==> src/rtl/spi_cmd_queue.sv <==
// spi_cmd_queue: host-side command buffer in front of the spi master.
// Requests are queued in a small FIFO and handed to the master one at a
// time. Reads block further issue until their data returns or a timeout
// expires, so every read produces exactly one tagged response.

module spi_cmd_queue #(
  parameter int DATA_WIDTH = 8,
  parameter int DEPTH      = 4,
  parameter int RD_TIMEOUT = 64
) (
  input  logic                      clk,
  input  logic                      rst_n,
  input  logic                      req_vld,
  output logic                      req_rdy,
  input  logic                      req_rw,
  input  logic [DATA_WIDTH-1:0]     req_addr,
  input  logic [DATA_WIDTH-1:0]     req_wdata,
  output logic [2*DATA_WIDTH:0]     cmd_in,
  output logic                      cmd_vld,
  input  logic                      cmd_rdy,
  input  logic                      m_read_vld,
  input  logic [DATA_WIDTH-1:0]     m_read_data,
  output logic                      rsp_vld,
  output logic [DATA_WIDTH-1:0]     rsp_addr,
  output logic [DATA_WIDTH-1:0]     rsp_data,
  output logic                      rsp_err,
  output logic                      orphan_err,
  output logic [$clog2(DEPTH):0]    level
);

  localparam int CMDW = 2*DATA_WIDTH + 1;
  localparam int PW   = $clog2(DEPTH);
  localparam int LW   = PW + 1;
  localparam int CW   = $clog2(RD_TIMEOUT);

  localparam logic [LW-1:0] LEVEL_FULL = LW'(DEPTH);
  localparam logic [CW-1:0] TMO_LAST   = CW'(RD_TIMEOUT - 1);

  typedef enum logic {
    ISSUE,
    WAIT_RD
  } state_t;

  state_t                state;
  state_t                state_next;
  logic [CMDW-1:0]       mem [DEPTH];
  logic [PW-1:0]         wr_ptr;
  logic [PW-1:0]         rd_ptr;
  logic [DATA_WIDTH-1:0] pend_addr;
  logic [CW-1:0]         tmo_cnt;
  logic                  push;
  logic                  fire;
  logic                  rd_done;
  logic                  rd_timeout;
  logic                  orphan_hit;

  // Ready is held low while reset is asserted so nothing is taken in reset.
  assign req_rdy = rst_n && (level != LEVEL_FULL);
  assign push    = req_vld && req_rdy;
  assign cmd_in  = mem[rd_ptr];
  assign fire    = cmd_vld && cmd_rdy;

  // State register.
  always_ff @(posedge clk or negedge rst_n) begin
    if (!rst_n) state <= ISSUE;
    else        state <= state_next;
  end

  // Next-state decode: issue while the FIFO has entries, park on a read
  // until data returns or the wait counter expires (data wins a tie).
  always_comb begin
    state_next = state;
    cmd_vld    = 1'b0;
    rd_done    = 1'b0;
    rd_timeout = 1'b0;
    orphan_hit = 1'b0;
    case (state)
      ISSUE: begin
        cmd_vld    = (level != '0);
        orphan_hit = m_read_vld;
        if (cmd_vld && cmd_rdy && cmd_in[CMDW-1]) state_next = WAIT_RD;
      end
      WAIT_RD: begin
        if (m_read_vld) begin
          rd_done    = 1'b1;
          state_next = ISSUE;
        end else if (tmo_cnt == TMO_LAST) begin
          rd_timeout = 1'b1;
          state_next = ISSUE;
        end
      end
      default: state_next = ISSUE;
    endcase
  end

  // FIFO storage, pointers and occupancy; pointers wrap naturally.
  always_ff @(posedge clk or negedge rst_n) begin
    if (!rst_n) begin
      for (int i = 0; i < DEPTH; i++) mem[i] <= '0;
      wr_ptr <= '0;
      rd_ptr <= '0;
      level  <= '0;
    end else begin
      if (push) begin
        mem[wr_ptr] <= {req_rw, req_addr, req_wdata};
        wr_ptr      <= wr_ptr + PW'(1);
      end
      if (fire) rd_ptr <= rd_ptr + PW'(1);
      case ({push, fire})
        2'b10:   level <= level + LW'(1);
        2'b01:   level <= level - LW'(1);
        default: level <= level;
      endcase
    end
  end

  // Remember the outstanding read address and count cycles spent waiting.
  always_ff @(posedge clk or negedge rst_n) begin
    if (!rst_n) begin
      pend_addr <= '0;
      tmo_cnt   <= '0;
    end else if (fire && cmd_in[CMDW-1]) begin
      pend_addr <= cmd_in[CMDW-2 -: DATA_WIDTH];
      tmo_cnt   <= '0;
    end else if (state == WAIT_RD) begin
      tmo_cnt <= tmo_cnt + CW'(1);
    end
  end

  // Response register: one-cycle strobe, payload held until the next one.
  always_ff @(posedge clk or negedge rst_n) begin
    if (!rst_n) begin
      rsp_vld  <= 1'b0;
      rsp_addr <= '0;
      rsp_data <= '0;
      rsp_err  <= 1'b0;
    end else begin
      rsp_vld <= rd_done || rd_timeout;
      if (rd_done) begin
        rsp_addr <= pend_addr;
        rsp_data <= m_read_data;
        rsp_err  <= 1'b0;
      end else if (rd_timeout) begin
        rsp_addr <= pend_addr;
        rsp_data <= '0;
        rsp_err  <= 1'b1;
      end
    end
  end

  // Sticky flag for read data that arrives with no read outstanding.
  always_ff @(posedge clk or negedge rst_n) begin
    if (!rst_n)          orphan_err <= 1'b0;
    else if (orphan_hit) orphan_err <= 1'b1;
  end

endmodule

==> config.mk <==
export PLATFORM = sky130hd
export DESIGN_NAME = spi_cmd_queue
export DESIGN_NICKNAME = d
export VERILOG_FILES = /design/src/rtl/spi_cmd_queue.sv
export SDC_FILE = /design/constraint.sdc
export NUM_CORES = 1
export LEC_CHECK = 0
export CORE_AREA = 2 2 97 99
export CTS_CLUSTER_SIZE = 16
export DETAILED_ROUTE_END_ITERATION = 7
export DIE_AREA = 0 0 99 101
export MAX_ROUTING_LAYER = met4
export PLACE_DENSITY_LB_ADDON = 0.15
export REMOVE_ABC_BUFFERS = 1
export SKIP_CTS_REPAIR_TIMING = 1
export SLEW_MARGIN = 25
export SYNTH_ARGS = -nofsm -noshare
export SYNTH_HDL_FRONTEND = slang
export SYNTH_SLANG_ARGS = --single-unit
export TNS_END_PERCENT = 20
==> constraint.sdc <==
create_clock -name clk -period 2.6 [get_ports clk]
set_clock_uncertainty 0.2 [all_clocks]
set_input_delay 0.65 -clock clk [delete_from_list [all_inputs] [get_ports clk]]
set_output_delay 0.65 -clock clk [all_outputs]
set_load 0.02 [all_outputs]
==> results.sh, run 1 <==
export IMPL_cts_buffers=9
export IMPL_fmax_ghz=0.374
export IMPL_fin_setup_tns_ns=-0.308
export IMPL_h_tree_depth=3
export IMPL_rsz0062_at_grt="true"
export IMPL_crit_required_ns=1.75
export IMPL_antenna_found_initial=0
export IMPL_ys_ff_latch=109
export IMPL_clkLatencyLatePin_ns=0.36
export IMPL_final_common_cell="dfrtp_1"
export IMPL_vias=2733
export IMPL_drc=0
export IMPL_yosysWarnings=0
export IMPL_start_util_pct=52.1
export IMPL_final_util_pct=65.5
export IMPL_dp_hpwl_mm=5.91
export IMPL_placed_cell_area_um2=5650
export IMPL_maxCapViolCount=0
export IMPL_max_slew_margin_pct=53.7
export IMPL_stdcell_area_um2=5880
export IMPL_synthCells=295
export IMPL_critical_path_peak_fanout=10
export IMPL_finalHoldViolations=0
export IMPL_drt_total_wl_mm=8.65
export IMPL_firstDrtPassIters=6
export IMPL_track_usage_pct=19.4
export IMPL_io_buffer_count=70
export IMPL_run_status="complete, but fails checks"
export IMPL_tritoncts="yes"
export IMPL_ys_seq_area_share_pct=58.4
export IMPL_drtIter0Drc=53
export IMPL_synth_avg_cell_area_um2=15.8
export IMPL_setup_ws_ns=-0.0719
export IMPL_routed_via_density=5.42
export IMPL_die_h_um=101
export IMPL_globalplace_congestion=0.691
export IMPL_fin_nets=425
export IMPL_finalMaxSlewViolations=0
export IMPL_syn_to_final_growth_pct=25.9
export IMPL_grt_max_degree=58
export IMPL_clock_root_buffer="clkbuf_8"
export IMPL_endpoint_kind="output port"
export IMPL_boundaryPins=71
export IMPL_netlist_area_um2=4670
export IMPL_path_clk_slew_ns=0.10
export IMPL_rows=35
export IMPL_failed_checks="negative setup slack"
export IMPL_grt_pass1_wl_mm=14.5
export IMPL_layout_common_cells="dfrtp_1, mux2_2, clkdlybuf4s50_1"
export IMPL_hold_worst_slack_ns=0.220
export IMPL_dp_cells=482
export IMPL_ys_types=32
export IMPL_grt_ovfl_total=0
export IMPL_period_share_pct=103
export IMPL_fin_crit_ns=2.67
export IMPL_stdcell_count=504
export IMPL_drive_above_1_share_pct=40.5
export IMPL_worstSetupPathType="reg -> out"
export IMPL_cts_sinks=109
export IMPL_worstHoldPathType="in -> async"
export IMPL_drt_wirelength_per_cell_um=17.2
export IMPL_vdd_drop_max_uv=701
export IMPL_dieArea_um2=10000
export IMPL_cellPowerDensity_nw_per_um2=1310
export IMPL_first_global_vias=2868
export IMPL_setup_viol=10
export IMPL_startpoint_type="flop"
export IMPL_tightest_slew_ns=0.695
export IMPL_antenna_cells=0
export IMPL_crit_arrival_ns=1.82
export IMPL_die_w_um=99
export IMPL_cts_buffer_depth=2
export IMPL_core_um2=8980
export IMPL_antenna_left=0
export IMPL_leakage_nw=2.68
==> sequential cells by signal (all words and copies together) (netlist names) <==
| signal | count |
|---|---|
| rsp_vld | 1 |
| wr_ptr | 2 |
| orphan_err | 1 |
| rsp_data | 8 |
| rsp_addr | 8 |
| pend_addr | 8 |
| rsp_err | 1 |
| level | 3 |
| rd_ptr | 2 |
| state | 1 |
| tmo_cnt | 6 |
| mem | 68 |
==> where the power goes <==
group / switching, mW / leakage, nW / internal, mW
combinational: 1.61 / 1.24 / 2.04
sequential: 0.426 / 1.33 / 2.51
clock: 0.567 / 0.110 / 0.576
total: 2.60 / 2.68 / 5.12
==> per-layer routing <==
metal / wire length [um] / GRT usage [%]
met2: 4120 / 30.7
met3: 392 / 4.23
met4: 97 / 6.11
met1: 4030 / 25.3
met5: 0 / -
==> area by class of cell <==
class / instances / area [um2]
fillers: 668 / 3090
well taps: 111 / 139
flip-flops and latches: 109 / 2730
multi-input cells: 163 / 1830
repair buffers: 96 / 926
inverters: 9 / 33.8
clock inverters: 6 / 92.6
clock buffers: 10 / 138
==> cell usage after synthesis, drive strengths merged <==
cell type    n  area, um2
and2         2       12.5
nor3b        1       7.51
inv          9       33.8
mux4        17        409
a21o         2       15.0
nand4        2       12.5
mux2        84        957
and3         1       6.26
o21ai        1       5.00
nand2        9       43.8
nand2b       1       6.26
a21boi       1       7.51
nor3         1       5.00
clkbuf       3       11.3
ha           6       75.1
a22o         8       70.1
fa           1       20.0
xor2         6       52.6
xnor2        5       43.8
buf         11       75.1
nor2        10       37.5
dfrtp      109       2730
a21oi        2       13.8
mux2i        2       20.0
a31oi        1       6.26
==> stage by stage <==
stage / power, mW / setup WS (ns)
finish: 7.72 / -0.0719
CTS: 7.90 / -0.411
global route: 8.20 / -0.165
detailed placement: 6.74 / -0.147
floorplan: 5.13 / 0.0584
global placement: 6.62 / -0.0622
==> logic make-up (layout without fill, tap and decap cells) <==
family	count (synthesis)	count (layout)	synth area share [%]
compound gates	15	15	2.52
xor+xnor	11	11	2.06
fa+ha+maj	7	7	2.03
buf+inv	23	121	2.57
flops	109	109	58.4
mux	103	103	29.7
simple gates	27	27	2.81
==> final timing paths <==
check | startpoint | endpoint | slack, ns | cells past startpoint
min in group clk | orphan_err$_DFFE_PN0P_ | orphan_err$_DFFE_PN0P_ | 0.26 | 1
worst min register to register | orphan_err$_DFFE_PN0P_ | orphan_err$_DFFE_PN0P_ | 0.26 | 1
worst max-delay path | rd_ptr[0]$_DFFE_PN0P_ | cmd_in[10] | -0.07 | 4
max in group asynchronous | rst_n | mem[28]$_DFFE_PN0P_ | 0.83 | 3
worst min-delay path | rst_n | level[0]$_DFFE_PN0P_ | 0.22 | 2
worst max register to register | tmo_cnt[0]$_DFFE_PN0P_ | rsp_addr[0]$_DFFE_PN0P_ | 0.39 | 5
==> worst max-delay path: stages (launching register included) <==
cell      delay [ns]
dfrtp_1         0.38
buf_12          0.15
buf_12          0.13
mux4_1          0.60
clkbuf_2        0.19
(Power assumes the default switching activity.)
==> inputs of run 2 (changes only) <==
CORE_AREA = 2 2 135 71   (was 2 2 97 99)
DIE_AREA = 0 0 137 73   (was 0 0 99 101)
REMOVE_ABC_BUFFERS = default   (was 1)
==> results.sh, run 2 (synthesis gave the netlist of run 1 again) <==
export IMPL_die_w_um=137
export IMPL_core_um2=9010
export IMPL_failed_checks="negative setup slack"
export IMPL_tightest_slew_ns=0.711
export IMPL_reg2reg_depth=7
export IMPL_vias=2711
export IMPL_drtIter0Drc=137
export IMPL_largest_reg_flops=68
export IMPL_antenna_left=0
export IMPL_crit_required_ns=1.75
export IMPL_largest_register="mem"
export IMPL_drc=0
export IMPL_swShare_pct=32.6
export IMPL_dp_cells=493
export IMPL_clock_power_share_pct=18.1
export IMPL_endpoint_kind="output port"
export IMPL_clkLatencyLatePin_ns=0.34
export IMPL_dp_hpwl_mm=6.42
export IMPL_reg2reg_to="level[2]$_DFFE_PN0P_"
export IMPL_worstHoldPathType="in -> async"
export IMPL_finalHoldViolations=0
export IMPL_rows=25
export IMPL_antenna_found_initial=0
export IMPL_antenna_cells=0
export IMPL_fin_crit_ns=2.64
export IMPL_leakage_nw=2.75
export IMPL_power_switching_mw=2.67
export IMPL_syn_nets=332
export IMPL_drt_total_wl_mm=9.27
export IMPL_vdd_drop_max_uv=794
export IMPL_cellPowerDensity_nw_per_um2=1360
export IMPL_grt_ovfl_total=0
export IMPL_worstSetupPathType="reg -> out"
export IMPL_start_util_pct=51.9
export IMPL_r2r_start="state$_DFF_PN0_"
export IMPL_syn_to_final_growth_pct=29.0
export IMPL_layout_common_cells="dfrtp_1, mux2_2, clkdlybuf4s50_1"
export IMPL_cts_sinks=109
export IMPL_power_frac_comb_pct=45.5
export IMPL_run_status="complete, but fails checks"
export IMPL_cp_common_cell="buf_4"
export IMPL_period_share_pct=102
export IMPL_tritoncts="yes"
export IMPL_critPathTopFamily="buffers and inverters"
export IMPL_setup_ws_ns=-0.0421
export IMPL_multi_input_area_um2=1810
export IMPL_crit_arrival_ns=1.79
export IMPL_die_h_um=73
export IMPL_track_usage_pct=21.1
export IMPL_stdcell_count=517
export IMPL_h_tree_depth=3
export IMPL_fin_nets=428
export IMPL_maxCapViolCount=0
export IMPL_path_clk_slew_ns=0.07
export IMPL_final_common_cell="dfrtp_1"
export IMPL_globalplace_congestion=0.784
export IMPL_cts_buffer_depth=2
export IMPL_cts_buffers=9
export IMPL_fmax_ghz=0.378
export IMPL_first_global_vias=2834
export IMPL_p_int_mw=5.51
export IMPL_rsz0062_at_grt="true"
export IMPL_grt_pass1_wl_mm=15.2
export IMPL_sequentialPowerShare_pct=36.4
export IMPL_worstPathCellList="buf_4 > clkbuf_16 > buf_4 > mux4_2 > buf_2"
export IMPL_grt_max_degree=58
export IMPL_setup_viol=3
export IMPL_io_buffer_count=70
export IMPL_routed_via_density=5.24
export IMPL_max_slew_margin_pct=52.6
export IMPL_critical_path_peak_fanout=4
export IMPL_boundaryPins=71
export IMPL_finalMaxSlewViolations=0
export IMPL_total_power_mw=8.18
export IMPL_drt_wirelength_per_cell_um=17.9
export IMPL_seq_area_um2=2730
export IMPL_rrSetupSlack_ns=0.30
export IMPL_cp_num_buf_inv=4
export IMPL_max_stage_delay_ns=0.43
export IMPL_drive_above_1_share_pct=40.7
export IMPL_nFillCells=643
export IMPL_clock_root_buffer="clkbuf_16"
export IMPL_cpMaxStageDelayCell="dfrtp_2"
export IMPL_firstDrtPassIters=4
export IMPL_startpoint_type="flop"
export IMPL_dieArea_um2=10000
[run 2: cell types whose count changed in the layout (fill, tap and decap cells not counted), moves of 2 or more]
| cell | delta |
|---|---|
| dlymetal6s2s_1 | +2 |
| buf_4 | +3 |
| clkbuf_16 | +11 |
| inv_6 | -2 |
| mux4_2 | +3 |
| buf_12 | -2 |
| clkinv_2 | +2 |
| buf_2 | -2 |
| mux4_1 | -3 |
| clkbuf_8 | -8 |
| clkinvlp_4 | -2 |
[run 2: through the flow]
step / utilization [%] / setup WS, ns / TNS (ns) / instance area (um2) / hold slack (ns)
3_3_place_gp: 62.7 / -0.0768 / -0.0789 / 5650 / 0.242
4_1_cts: 66.3 / -0.384 / -5.16 / 5970 / 0.0616
3_5_place_dp: 62.7 / -0.203 / -0.217 / 5650 / 0.250
5_1_grt: 66.9 / -0.111 / -0.450 / 6030 / 0.0737
6_report: 66.9 / -0.0421 / -0.0694 / 6030 / 0.0614
2_1_floorplan: - / 0.282 / 0 / 4670 / 0.154
[run 2: layout make-up]
type,count,area share (%)
tap,121,2.51
clock buffer,12,4.25
timing repair buffer,99,16.2
sequential,109,45.2
clock inverter,4,1.16
inverter,9,0.560
multi-input combinational,163,30.0
[run 2: worst max path at each step]
stage,depth (start not counted),from,endpoint
detailed placement,8,cmd_rdy,level[2]$_DFFE_PN0P_
finish,5,rd_ptr[0]$_DFFE_PN0P_,cmd_in[16]
global route,5,rd_ptr[0]$_DFFE_PN0P_,cmd_in[16]
floorplan,7,cmd_rdy,level[2]$_DFFE_PN0P_
CTS,3,rd_ptr[0]$_DFFE_PN0P_,cmd_in[12]
global placement,8,cmd_rdy,level[2]$_DFFE_PN0P_
[run 2: metal layers]
| metal | share of wire, % | up-vias | wire length (um) | GRT usage (%) |
|---|---|---|---|---|
| met3 | 4.8 | 4 | 443 | 6.53 |
| met2 | 42 | 48 | 3910 | 28.9 |
| met5 | 0 | - | 0 | - |
| li1 | - | 1256 | - | - |
| met1 | 53 | 1403 | 4870 | 31.2 |
| met4 | 0.43 | 0 | 40 | 4.35 |
[run 2: power groups by stage]
| stage | Clock, mW | Combinational (mW) | Sequential [mW] |
|---|---|---|---|
| 2_1_floorplan | 0 | 2.20 | 3.02 |
| 3_3_place_gp | 0 | 3.64 | 2.95 |
| 3_5_place_dp | 0 | 3.72 | 2.98 |
| 4_1_cts | 1.50 | 3.74 | 2.96 |
| 5_1_grt | 1.58 | 4.02 | 3.09 |
| 6_report | 1.48 | 3.72 | 2.98 |
[run 2: worst register-to-register path: stages, from the launching register on]
cell and delay [ns]:
dfrtp_1 0.52, nor3b_1 0.37, ha_1 0.25, inv_1 0.06
fa_1 0.38, xor2_1 0.15, nor2_1 0.12, xor2_1 0.17
==> inputs of run 3 (changes only) <==
--- a/config.mk
+++ b/config.mk
@@ -7,6 +7,8 @@
 export LEC_CHECK = 0
-export CORE_AREA = 2 2 135 71
+export CELL_PAD_IN_SITES_DETAIL_PLACEMENT = 1
+export CELL_PAD_IN_SITES_GLOBAL_PLACEMENT = 1
+export CORE_AREA = 2 2 148 78
 export CTS_CLUSTER_SIZE = 16
 export DETAILED_ROUTE_END_ITERATION = 7
-export DIE_AREA = 0 0 137 73
+export DIE_AREA = 0 0 150 80
 export MAX_ROUTING_LAYER = met4
==> constraint.sdc (replaced) <==
create_clock -name clk -period 2.6 [get_ports clk]
set_clock_uncertainty 0.2 [all_clocks]
set_input_delay 0.52 -clock clk [delete_from_list [all_inputs] [get_ports clk]]
set_output_delay 0.52 -clock clk [all_outputs]
set_load 0.02 [all_outputs]
==> results.sh, run 3 (synthesis gave the netlist of run 1 again) <==
export IMPL_drt_total_wl_mm=9.99
export IMPL_die_w_um=150
export IMPL_reg2reg_depth=7
export IMPL_drtIter0Drc=80
export IMPL_cts_buffer_depth=2
export IMPL_worstHoldPathType="in -> async"
export IMPL_rows=27
export IMPL_h_tree_depth=3
export IMPL_track_usage_pct=18.5
export IMPL_cts_sinks=109
export IMPL_largest_register="mem"
export IMPL_placed_cell_area_um2=5600
export IMPL_r2r_start="state$_DFF_PN0_"
export IMPL_reg2reg_to="level[2]$_DFFE_PN0P_"
export IMPL_final_common_cell="dfrtp_1"
export IMPL_power_frac_comb_pct=44.3
export IMPL_nFillCells=1011
export IMPL_run_status="finished clean"
export IMPL_antenna_found_initial=0
export IMPL_rsz0062_at_grt="false"
export IMPL_drt_wirelength_per_cell_um=19.1
export IMPL_cts_buffers=9
export IMPL_rrSetupSlack_ns=0.39
export IMPL_syn_to_final_growth_pct=28.2
export IMPL_drc=0
export IMPL_power_switching_mw=2.65
export IMPL_max_slew_margin_pct=63.3
export IMPL_first_global_vias=2972
export IMPL_antenna_cells=0
export IMPL_fin_crit_ns=2.50
export IMPL_dp_hpwl_mm=6.75
export IMPL_antenna_left=0
export IMPL_boundaryPins=71
export IMPL_critical_path_peak_fanout=11
export IMPL_layout_common_cells="dfrtp_1, mux2_2, clkdlybuf4s50_1"
export IMPL_stdcell_area_um2=5990
export IMPL_tritoncts="yes"
export IMPL_grt_pass1_wl_mm=16.1
export IMPL_period_share_pct=96.3
export IMPL_clock_power_share_pct=19.0
export IMPL_routed_via_density=5.19
export IMPL_die_h_um=80
export IMPL_clkLatencyLatePin_ns=0.34
export IMPL_finalMaxSlewViolations=0
export IMPL_crit_required_ns=1.88
export IMPL_endpoint_kind="output port"
export IMPL_largest_reg_flops=68
export IMPL_path_clk_slew_ns=0.07
export IMPL_core_um2=10700
export IMPL_maxCapViolCount=0
export IMPL_crit_arrival_ns=1.78
export IMPL_hold_worst_slack_ns=0.121
export IMPL_fin_nets=411
export IMPL_grt_max_degree=103
export IMPL_p_int_mw=5.50
export IMPL_setup_viol=0
export IMPL_drive_above_1_share_pct=33.4
export IMPL_total_power_mw=8.15
export IMPL_fmax_ghz=0.399
export IMPL_swShare_pct=32.5
export IMPL_vdd_drop_max_uv=526
export IMPL_multi_input_area_um2=1830
export IMPL_sequentialPowerShare_pct=36.7
export IMPL_io_buffer_count=70
export IMPL_start_util_pct=43.8
export IMPL_cellPowerDensity_nw_per_um2=1360
export IMPL_seq_area_um2=2730
export IMPL_worstSetupPathType="reg -> out"
export IMPL_clock_root_buffer="clkbuf_16"
export IMPL_tightest_slew_ns=0.548
export IMPL_finalHoldViolations=0
export IMPL_grt_ovfl_total=0
export IMPL_dieArea_um2=12000
export IMPL_syn_nets=332
export IMPL_leakage_nw=2.79
export IMPL_firstDrtPassIters=4
export IMPL_vias=2708
export IMPL_globalplace_congestion=0.721
export IMPL_startpoint_type="flop"
## run 3: changes by cell type in the layout (fill, tap and decap cells not counted), sizes merged
cell / delta
clkbuf: -8
bufinv: +1
dlymetal6s2s: +12
clkinv: -2
clkinvlp: +1
dlygate4sd3: +1
buf: -24
## run 3: worst max-delay path: stages (launching register included)
cell            delay, ns
dfrtp_2              0.43
buf_12               0.17
mux4_1               0.61
dlymetal6s2s_1       0.24
## run 3: area by class of cell
class | instances | share of cell area [%]
flip-flops and latches | 109 | 45.6
multi-input cells | 163 | 30.5
repair buffers | 82 | 14.7
clock buffers | 10 | 3.99
well taps | 145 | 3.03
clock inverters | 4 | 1.63
inverters | 9 | 0.564
## run 3: how the worst max path moves through the flow
stage | from | end | slack [ns] | depth (start not counted)
floorplan | level[0]$_DFFE_PN0P_ | level[2]$_DFFE_PN0P_ | 0.31 | 8
finish | rd_ptr[0]$_DFFE_PN0P_ | cmd_in[11] | 0.1 | 3
global placement | cmd_rdy | level[2]$_DFFE_PN0P_ | 0.05 | 8
detailed placement | cmd_rdy | level[2]$_DFFE_PN0P_ | -0.004 | 8
CTS | rd_ptr[0]$_DFFE_PN0P_ | cmd_in[11] | -0.29 | 3
global route | rd_ptr[0]$_DFFE_PN0P_ | cmd_in[8] | 0.02 | 3
## run 3: layer usage
layer | vias to the layer above | global-route usage, % | wire (um)
met5 | - | - | 0
met3 | 10 | 5.43 | 478
li1 | 1216 | - | -
met2 | 48 | 27.1 | 4420
met1 | 1434 | 25.4 | 5000
met4 | 0 | 4.81 | 98
## run 3: power by group through the flow
stage / sequential, mW / combinational, mW / clock, mW
after floorplan: 3.02 / 2.20 / 0
after global placement: 2.98 / 3.62 / 0
after detailed placement: 3.01 / 3.70 / 0
after CTS: 2.99 / 3.73 / 1.59
after global routing: 3.11 / 3.88 / 1.65
final: 2.99 / 3.61 / 1.54
## run 3: metrics by stage
| step | setup TNS, ns | cells | setup WS (ns) | utilization, % |
|---|---|---|---|---|
| 4_1_cts | -3.86 | 521 | -0.295 | 55.6 |
| 2_1_floorplan | 0 | 295 | 0.307 | - |
| 6_report | 0 | 522 | 0.0962 | 56.1 |
| 5_1_grt | 0 | 522 | 0.0157 | 56.1 |
| 3_5_place_dp | -0.00426 | 507 | -0.00426 | 52.5 |
| 3_3_place_gp | 0 | 507 | 0.0549 | 52.5 |
==> RTL edit 1 (flow settings as in run 3) <==
Set the parameter `DATA_WIDTH` to 10 (it was 8).
--- a/src/rtl/spi_cmd_queue.sv
+++ b/src/rtl/spi_cmd_queue.sv
@@ -6,3 +6,3 @@
 module spi_cmd_queue #(
-  parameter int DATA_WIDTH = 8,
+  parameter int DATA_WIDTH = 10,
   parameter int DEPTH      = 4,
Interface: changed (6 resized); port bits go from 71 to 85. The function was not compared with the original's and may differ.
==> RTL edit 1 against run 3 <==
- critical path depth stayed put
- synthesized area up 20%
- sequential power rose by 23%
- hold slack gained 0.14 ns
- worst setup slack worse by 0.039 ns
- total power up 34%
- via count increased by 30%
- critical endpoint is now cmd_in[16]
- maximum frequency is 1.5% lower
- count of clock-buffer cells in the layout rose by 13
- critical path type unchanged
- sequential cell count up 22
- cell area up 24%
- die area is the same
- routed wire length up 54%
==> RTL edit 1: results (changes against run 3) <==
Synthesis
  – Top post-synthesis cells by count: 131 x dfrtp_1, 102 x mux2_2, 24 x nand2_1, 20 x mux4_2, 13 x o21ai_0
  – Post-synth cell types: 29 (-9.4%)
  – Synth warn: 0 (unchanged)
  – Syn Nets: 413 (+24%)
  – Synth area leaders: dfrtp_1 58%, mux2_2 20%, mux4_2 8.0%
  – Sequential-to-total area share from yosys stat: 58.3% (about the same)
  – Fraction of registers with async set/reset: 100% (unchanged)

Placement
  – Gpl congestion: 0.714 (-0.97%)
  – Count of input and output buffers: 84 (+20%)
  – Post-DP HPWL: 9560 µm (+42%)
  – Area after DPL: 0.00667 mm² (+19%)

Layout
  – Fin nets: 512 (+25%)
  – Largest register by flop count: mem
  – N_diodes: 0 (unchanged)
  – Largest register FFs: 84 (+24%)
  – Fraction of final layout cells with drive strength greater than 1: 36.4% (+3.0 points)

Setup path
  – Worst-path maximum fanout: 15 (+4)
  – Worst R2R Setup Slack: 0.07 ns (-0.32 ns)
  – Register-to-Register Path Depth: 9 (+2)
  – CP arrival: 1.82 ns (+0.04 ns)

Global route
  – Vias in the first global route: 4180 (+41%)
  – First-pass GRT wire length: 24500 µm (+52%)
  – All-Layer GR Usage: 29.1% (+11 points)
  – Largest net degree at the start of global routing: 63 (-39%)
  – Initial antenna violation count: 0 (unchanged)

Clock network
  – Clock Pin Slew Worst Setup and Hold Paths: 0.06 ns
  – Clk_lat worst skew: 0.41 ns (+0.07 ns)
  – Clock root cell: clkbuf_16
  – # H-tree levels: 4 (+1)
  – Max clock buf depth: 2 (unchanged)
  – Number of buffers created by CTS: 17 (+8)

Route
  – Per-cell routed wire length: 24.5 µm (+28%)
  – DR vias: 3530 (+30%)
  – Initial drt markers: 145 (+81%)
  – Pre-antenna DRT Iters: 4 (unchanged)

Min path
  – Hold crit path type: flop to flop
  – Hold Path Depth: 1

Run status
  – Outcome: complete, no violations

Timing
  – Worst Tran Pin Value: 0.895 ns (+0.347 ns)
  – Min Hold Slack: 0.261 ns (+0.141 ns)

Power and ir drop
  – Max IR drop VDD: 699 µV (+33%)
  – Leak pwr: 3.42 nW (+22%)

Job
  – Max cap viols: 0 (unchanged)
[RTL edit 1: cell types whose count changed in the layout (fill, tap and decap cells not counted), sizes merged, moves of 6 or more]
cell           before  now
nand4               2    8
dfrtp             109  131
o21ai               1   13
nand2               9   24
clkbuf             10   23
dlymetal6s2s       17   23
clkdlybuf4s50      52   60
mux2               84  105
a22o                8    0
[RTL edit 1: cells by family (layout without fill, tap and decap cells)]
kind of cell / count (synthesis) / count (layout) / share of synthesized area (%)
compound gates: 16 / 16 / 1.51
xor+xnor: 10 / 10 / 1.56
fa+ha+maj: 7 / 7 / 1.69
buf+inv: 28 / 139 / 2.52
flops: 131 / 131 / 58.3
mux: 128 / 128 / 30.1
simple gates: 50 / 50 / 4.32
[RTL edit 1: critical path, stage by stage, from the launching register on]
cell            delay, ns
dfrtp_2              0.40
buf_12               0.19
mux4_2               0.57
dlymetal6s2s_1       0.23
[RTL edit 1: report_power, final]
| part | switching (mW) | internal, mW | leakage, nW | total [mW] |
|---|---|---|---|---|
| clock network | 0.887 | 1.80 | 0.320 | 2.69 |
| logic | 2.13 | 2.42 | 1.50 | 4.55 |
| registers | 0.638 | 3.03 | 1.59 | 3.67 |
| total | 3.65 | 7.25 | 3.42 | 10.9 |
[RTL edit 1: layout make-up]
cell class | instances | area (µm²)
Tap cell | 145 | 181
Inverter | 8 | 30.0
Timing Repair Buffer | 100 | 1050
Clock buffer | 23 | 488
Multi-Input combinational cell | 211 | 2200
Sequential cell | 131 | 3280
Fill cell | 967 | 3280
Clock inverter | 8 | 171
[RTL edit 1: path summary, 6_finish.rpt]
kind / start / endpoint
setup reg to reg: level[2]$_DFFE_PN0P_ / level[2]$_DFFE_PN0P_
min in group asynchronous: rst_n / mem[69]$_DFFE_PN0P_
max in group asynchronous: rst_n / rd_ptr[0]$_DFFE_PN0P_
setup / recovery: rd_ptr[0]$_DFFE_PN0P_ / cmd_in[16]
hold reg to reg: orphan_err$_DFFE_PN0P_ / orphan_err$_DFFE_PN0P_
hold / removal: orphan_err$_DFFE_PN0P_ / orphan_err$_DFFE_PN0P_
[RTL edit 1: metal layers]
metal,wire [µm],GRT usage (%),share of wire [%]
met1,6630,36.2,43
met2,7890,48.3,51
met3,593,6.80,3.9
met4,221,8.49,1.4
met5,0,-,0
[RTL edit 1: per-stage QoR]
| stage | std cells | worst slack [ns] | setup TNS (ns) |
|---|---|---|---|
| final | 626 | 0.0571 | 0 |
| after global routing | 626 | -0.0304 | -0.0339 |
| after CTS | 625 | -0.314 | -5.88 |
| after detailed placement | 594 | -0.0494 | -0.0494 |
| after global placement | 594 | 0.0757 | 0 |
| after floorplan | 370 | 0.0631 | 0 |
==> RTL edit 2 (settings of run 3) <==
Without the edit above. Register the output `rsp_err` once more, with the module's reset; this adds one clock of latency there. The other outputs are not delayed to match.
--- a/src/rtl/spi_cmd_queue.sv
+++ b/src/rtl/spi_cmd_queue.sv
@@ -42,2 +42,4 @@
   } state_t;
+
+  logic rsp_err_s0;
 
@@ -135,3 +137,3 @@
       rsp_data <= '0;
-      rsp_err  <= 1'b0;
+      rsp_err_s0 <= 1'b0;
     end else begin
@@ -141,3 +143,3 @@
         rsp_data <= m_read_data;
-        rsp_err  <= 1'b0;
+        rsp_err_s0 <= 1'b0;
       end else if (rd_timeout) begin
@@ -145,3 +147,3 @@
         rsp_data <= '0;
-        rsp_err  <= 1'b1;
+        rsp_err_s0 <= 1'b1;
       end
@@ -156,2 +158,10 @@
 
+  always_ff @(posedge clk or negedge rst_n) begin
+    if (!rst_n) begin
+      rsp_err <= '0;
+    end else begin
+      rsp_err <= rsp_err_s0;
+    end
+  end
+
 endmodule
Behaviour: same outputs for any inputs over 4 cycles, from zero or initial values and one cycle with rst_n low; that may be too few to reach the edited logic, so the function may still have changed.
==> RTL edit 2 against run 3 <==
- utilization rose by 0.41 points
- worst setup slack got worse by 0.019 ns
- sequential share of layout area rose by 0.063 points
- maximum frequency fell by 0.76%
- via count rose by 1.4%
- synthesized area rose by 0.54%
- routed wire length rose by 4.1%
- critical path depth did not move
- cell area rose by 0.73%
- total power rose by 0.38%
- sequential cell count rose by 1
- register-to-register slack barely moved
==> RTL edit 2: results (changes against run 3) <==
Route
  – Initial drt markers: 83 (+3.8%)
  – Per-cell routed wire length: 19.7 µm (+3.1%)
  – WL met3: 391 µm (-18%)
  – Met2 routed WL: 4760 µm (+7.9%)
  – Vias per cell: 5.21 (+0.44%)
  – DR vias: 2746 (+1.4%)
  – WL met1: 5160 µm (+3.3%)

Global route
  – Vias in the first global route: 3027 (+1.9%)
  – Met1 GRT Util: 27.8% (+2.4 points)
  – All-Layer GR Usage: 19.9% (+1.3 points)
  – Met2 usage: 28.6% (+1.5 points)
  – Largest net degree at the start of global routing: 60 (-42%)

Placement
  – Gpl congestion: 0.730 (+1.3%)
  – Place WS: -0.0600 ns (-0.0557 ns)
  – Area after DPL: 0.00566 mm² (+1.1%)
  – Placed cells: 511 (+0.79%)
  – Post-DP HPWL: 7030 µm (+4.2%)

Timing
  – Final Cycle Share: 97.0% (+0.74 points)
  – Min Hold Slack: 0.110 ns (-0.0101 ns)
  – Worst relative slew slack: 49.5% (-14 points)

Power and ir drop
  – Overall Power: 8.18 mW (+0.38%)
  – Comb power frac: 44.8% (+0.5 points)
  – Max IR drop VDD: 723 µV (+38%)
  – Leak pwr: 2.81 nW (+0.75%)

Run status
  – Outcome: complete, no violations

Synthesis
  – Top post-synthesis cells by count: 110 x dfrtp_1, 81 x mux2_2, 10 x mux4_2, 10 x nor2_1, 9 x inv_1
  – Synth area leaders: dfrtp_1 59%, mux2_2 19%, mux4_2 4.8%
  – Sequential-to-total area share from yosys stat: 58.6% (+0.22 points)
  – Synth Area in Adders: 2.02% (-0.011 points)
  – Post-synthesis mux area share: 29.5% (-0.16 points)
  – Synth Area in XOR/XNOR: 2.05% (-0.011 points)
  – Syn_area_per_cell: 15.9 µm² (+0.20%)
  – Post-synthesis compound-gate area fraction: 2.50% (-0.013 points)
  – Syn Nets: 333 (+0.30%)

Setup path
  – RR Startpoint: level[2]$_DFFE_PN0P_
  – CP arrival: 1.80 ns (+0.02 ns)
  – Register-to-Register Path Depth: 8 (+1)
  – Worst-path maximum fanout: 19 (+8)
  – Crit path to: cmd_in[9]

Layout
  – Cell area after layout: 0.00603 mm² (+0.73%)
  – Fraction of final layout cells with drive strength greater than 1: 34.0% (+0.61 points)
  – Fill count: 1030 (+1.9%)
  – Fin nets: 414 (+0.73%)

Clock network
  – Number of buffers created by CTS: 9 (unchanged)
## RTL edit 2: cell count changes after synthesis, sizes merged
cell	delta
dfrtp	+1
## RTL edit 2: area by class of cell
type / instances / share of cell area [%]
well taps: 145 / 3.01
inverters: 9 / 0.560
clock inverters: 6 / 1.53
clock buffers: 10 / 3.96
multi-input cells: 163 / 30.3
flip-flops and latches: 110 / 45.6
repair buffers: 84 / 15.1
## RTL edit 2: worst min-delay path by stage
stage / from / endpoint / cells past startpoint
4_1_cts: rst_n / mem[50]$_DFFE_PN0P_ / 2
6_report: rst_n / level[0]$_DFFE_PN0P_ / 2
3_3_place_gp: rsp_err_s0$_DFFE_PN0P_ / rsp_err$_DFF_PN0_ / 0
5_1_grt: rst_n / pend_addr[4]$_DFFE_PN0P_ / 2
3_5_place_dp: rsp_err_s0$_DFFE_PN0P_ / rsp_err$_DFF_PN0_ / 0
2_1_floorplan: rst_n / level[0]$_DFFE_PN0P_ / 0
